==> src/rtl/sram_port_arbiter.sv <==
// Arbitrates one single-port synchronous SRAM between instruction fetch and data access.
// Optional round-robin arbitration is enabled by defining ARB_RR_EN.
module sram_port_arbiter #(
    parameter int unsigned ADDR_W = 32,
    parameter int unsigned DATA_W = 32,
    parameter int unsigned RD_LAT = 1
) (
    input  logic                clk,
    input  logic                resetn,

    input  logic                inst_req,
    input  logic [ADDR_W-1:0]   inst_addr,
    output logic                inst_addr_ok,
    output logic                inst_data_ok,
    output logic [DATA_W-1:0]   inst_rdata,

    input  logic                data_req,
    input  logic                data_wr,
    input  logic [DATA_W/8-1:0] data_wstrb,
    input  logic [ADDR_W-1:0]   data_addr,
    input  logic [DATA_W-1:0]   data_wdata,
    output logic                data_addr_ok,
    output logic                data_data_ok,
    output logic [DATA_W-1:0]   data_rdata,

    output logic                sram_en,
    output logic [DATA_W/8-1:0] sram_we,
    output logic [ADDR_W-1:0]   sram_addr,
    output logic [DATA_W-1:0]   sram_wdata,
    input  logic [DATA_W-1:0]   sram_rdata
);

    logic              grant_d;
    logic              grant_i;
    logic              prio_data;
    logic              rsp_vld;
    logic [RD_LAT-1:0] tag_vld_q;
    logic [RD_LAT-1:0] tag_own_q;

`ifdef ARB_RR_EN
    // Remembers the last winner so sustained conflicts alternate, data first after reset.
    logic last_d_q;

    always_ff @(posedge clk) begin
        if (!resetn) begin
            last_d_q <= 1'b0;
        end else if (sram_en) begin
            last_d_q <= grant_d;
        end
    end

    assign prio_data = ~last_d_q;
`else
    assign prio_data = 1'b1;
`endif

    always_comb begin
        grant_d      = data_req & (prio_data | ~inst_req);
        grant_i      = inst_req & ~grant_d;
        inst_addr_ok = grant_i;
        data_addr_ok = grant_d;
        sram_en      = grant_d | grant_i;
        sram_we      = (grant_d & data_wr) ? data_wstrb : '0;
        sram_addr    = grant_d ? data_addr : inst_addr;
        sram_wdata   = data_wdata;
    end

    // Tag stage i holds the access granted i+1 cycles ago; the last stage lines up with rdata.
    always_ff @(posedge clk) begin
        if (!resetn) begin
            tag_vld_q <= '0;
            tag_own_q <= '0;
        end else begin
            tag_vld_q[0] <= sram_en;
            tag_own_q[0] <= grant_d;
            for (int i = 1; i < RD_LAT; i++) begin
                tag_vld_q[i] <= tag_vld_q[i-1];
                tag_own_q[i] <= tag_own_q[i-1];
            end
        end
    end

    always_comb begin
        rsp_vld      = resetn & tag_vld_q[RD_LAT-1];
        inst_data_ok = rsp_vld & ~tag_own_q[RD_LAT-1];
        data_data_ok = rsp_vld & tag_own_q[RD_LAT-1];
        inst_rdata   = sram_rdata;
        data_rdata   = sram_rdata;
    end

endmodule
==> config.mk <==
export PLATFORM = sky130hd
export DESIGN_NAME = sram_port_arbiter
export DESIGN_NICKNAME = d
export VERILOG_FILES = /design/src/rtl/sram_port_arbiter.sv
export SDC_FILE = /design/constraint.sdc
export NUM_CORES = 1
export LEC_CHECK = 0
export CAP_MARGIN = 20
export CORE_AREA = 5 5 103 105
export DETAILED_ROUTE_END_ITERATION = 10
export DIE_AREA = 0 0 108 110
export PLACE_DENSITY = 0.64
export RECOVER_POWER = 25
export SETUP_SLACK_MARGIN = 0.5
export SYNTH_ARGS = -nofsm -noshare
export SYNTH_HDL_FRONTEND = slang
export SYNTH_SLANG_ARGS = --single-unit
==> constraint.sdc <==
create_clock -name clk -period 0.86 [get_ports clk]
set_clock_uncertainty 0.05 [all_clocks]
set_input_delay 0.129 -clock clk [delete_from_list [all_inputs] [get_ports clk]]
set_output_delay 0.129 -clock clk [all_outputs]
set_load 0.005 [all_outputs]
==> metrics.md <==
| Metric | Value |
|---|---|
| Status | complete, but fails checks |
| Violations in the final reports | setup timing |
| Number of buffers between clock root and the deepest sink | 2 |
| Worst-path maximum fanout | 10 |
| Filler cell count in the final layout | approximately 1100 |
| Final total power | around 1.4 mW |
| Place WS | -0.630 ns |
| Total nets after synthesis | between 200 and 300 |
| Number of failing setup endpoints in the final timing report | 37 |
| Total power per unit cell area | just under 700 mW/mm2 |
| Post-Place Cell Area | about 0.0019 mm2 |
| Routed vias/inst | roughly 3.2 |
| Portion of the post-synthesis area used by sequential elements | about 3.2% |
| Remaining antenna violation count | 0 |
| Largest delay contributor family on the critical path | buffers and inverters |
| First-pass DRT Iterations | 2 |
| Avg Inst Size Synth | 8.55 um2 |
| Vertical extent of the die | 110 um |
| Number of placed cells counting well taps | between 200 and 300 |
| Critical path arrival | between 0.8 and 0.9 ns |
| Most common cell on crit path | buf_16 |
| Count of warnings emitted by yosys | 0 |
| Initial Util | about 13% |
| Type of the tightest min-delay check | in2out |
| Diode count | 0 |
| Sum of negative setup slack | -5.23 ns |
| Hold-critical path depth | 0 |
| Area of the mapped netlist | between 0.001 and 0.0015 mm2 |
| Fin nets | roughly 310 |
| Total global routing track utilization | about 6.5% |
| Count of input and output buffers | 113 |
| Core area | 0.00955 mm2 |
| Number of sinks driven by the clock tree | 2 |
| CTS buffer count | 3 |
| Via count | between 900 and 1000 |
| Total die area | between 0.01 and 0.015 mm2 |
| Synthesized instance count | 145 |
| CP Buf/Inv Count | 3 |
| Unique masters post-synth | 10 |
| Max Clock Freq | about 1000 MHz |
| Actual slew at the worst max-slew pin | roughly 0.13 ns |
| Initial DRC count | 12 |
| Minimum setup slack in the final design | -0.167 ns |
| Critical path, cell by cell | buf_16 > buf_16 > mux2_4 > buf_6 |
| Relative slew slack | between 90 and 100% |
| Num ports | 274 |
| Count of unresolved DRC violations after routing | 0 |
| Drt total wl | around 4.2 mm |
| Hold Fails Final Rpt | 0 |
| Root cell of the clock tree | clkbuf_8 |
| Endpoint kind of the worst setup timing path | output pin |
| Startpoint type of the worst setup path | input pin |
| CTS tree | built |
| Number of rows in the core area | 36 |
| RSZ-0062 raised after global routing | yes |
| CP max stage delay | between 0.3 and 0.4 ns |
| Cell leakage power | approximately 1.1 nW |
| Slew Limit Fails | 0 |
| Number of standard cells in the layout, taps in and fillers out | 303 |
| Via count of the first global-routing pass | 1188 |
| Critical Path Stages | 4 |
| Period utilization | 119% |
| GRT overflow | 0 |
| Die Wd | 108 um |
| Global-route wire length before repair | around 6 mm |
| IR Drop Worst-Case VDD | 901 uV |
| Clock period minus final worst setup slack | 1.03 ns |
| Post-synthesis register bit count | 2 |
| Maximum level of the CTS H-tree | 1 |
| Design Area, Final | around 0.0021 mm2 |
| Fraction of final layout cells with drive strength greater than 1 | between 50 and 60% |
| Max-cap viol count | 0 |
| Weighted congestion reported at the end of routability-driven placement | 0.711 |
| Pin count of the biggest net entering global routing | 11 |
| Layout overhead on the synthesized area | 71.4% |
| Kind of critical path | in2out |
| Slowest cell on the critical path | mux2_4 |
| Antenna violations before repair | 0 |
| Average detailed-routed wire length per instance | about 14 um |
| Data required time of the worst path | between 0.6 and 0.7 ns |
-- routing by layer --
metal | part of all wire, % | wire (um) | global-route usage, %
met1 | 30 | 1290 | 6.24
met2 | 45 | 1880 | 9.68
met3 | 17 | 730 | 4.02
met4 | 7.7 | 323 | 5.68
met5 | 0 | 0 | 0
-- cells in the mapped netlist --
library cell	number	area share [%]
buf_4	97	59
buf_6	4	3.6
and3b_1	1	0.71
dfxtp_1	2	3.2
nor2b_1	1	0.50
and2_1	1	0.50
mux2_2	32	29
and3_1	5	2.5
o21a_1	1	0.61
or2_2	1	0.50
-- report_power, final --
group | switching [mW] | internal (mW)
clock network | 0.0840 | 0.297
registers | 0.00264 | 0.100
logic | 0.267 | 0.691
total | 0.353 | 1.09
-- path summary, 6_finish.rpt --
check,from,to
worst max-delay path,data_req,sram_addr[11]
worst min-delay path,sram_rdata[20],inst_rdata[20]
-- registers in the layout, summed over array words and instances, names as in the netlist --
name,count
tag_vld_q,1
tag_own_q,1
-- cells by family (layout without fill, tap and decap cells) --
logic type	Yosys count	in the layout	synth area share [%]
compound gates	1	1	0.606
buf+inv	101	126	62.4
flops	2	2	3.23
mux	32	32	29.1
simple gates	9	9	4.74
-- timing repair --
item	4_1_cts	5_1_grt
setup buffers	3	1
hold buffers	0	0
endpoints found under the setup margin	43	43
cloned	4	0
pin swaps	5	6
resized for setup	293	5
-- per-stage QoR --
step                hold slack [ns]  utilization, %
finish                        0.208            22.3
global route                  0.208            22.3
CTS                           0.208            22.1
detailed placement            0.208            20.2
global placement              0.208            20.2
floorplan                     0.196               -
-- final cells by class --
cell class,count,area [um2],area share (%)
Multi-Input combinational cell,42,584,27.5
Clock buffer,3,41.3,1.94
Sequential cell,2,42.5,2.00
Tap cell,133,166,7.83
Timing Repair Buffer,123,1290,60.7
-- cell usage in the layout (no fill, tap or decap), drive strengths merged --
master / n
dlygate4sd2: 69
buf: 52
mux2: 32
and3: 5
clkbuf: 4
dfxtp: 2
and3b: 1
nor2b: 1
or2: 1
o21a: 1
and2: 1
clkdlybuf4s15: 1
No activity file was read; power rests on OpenSTA's default activity.
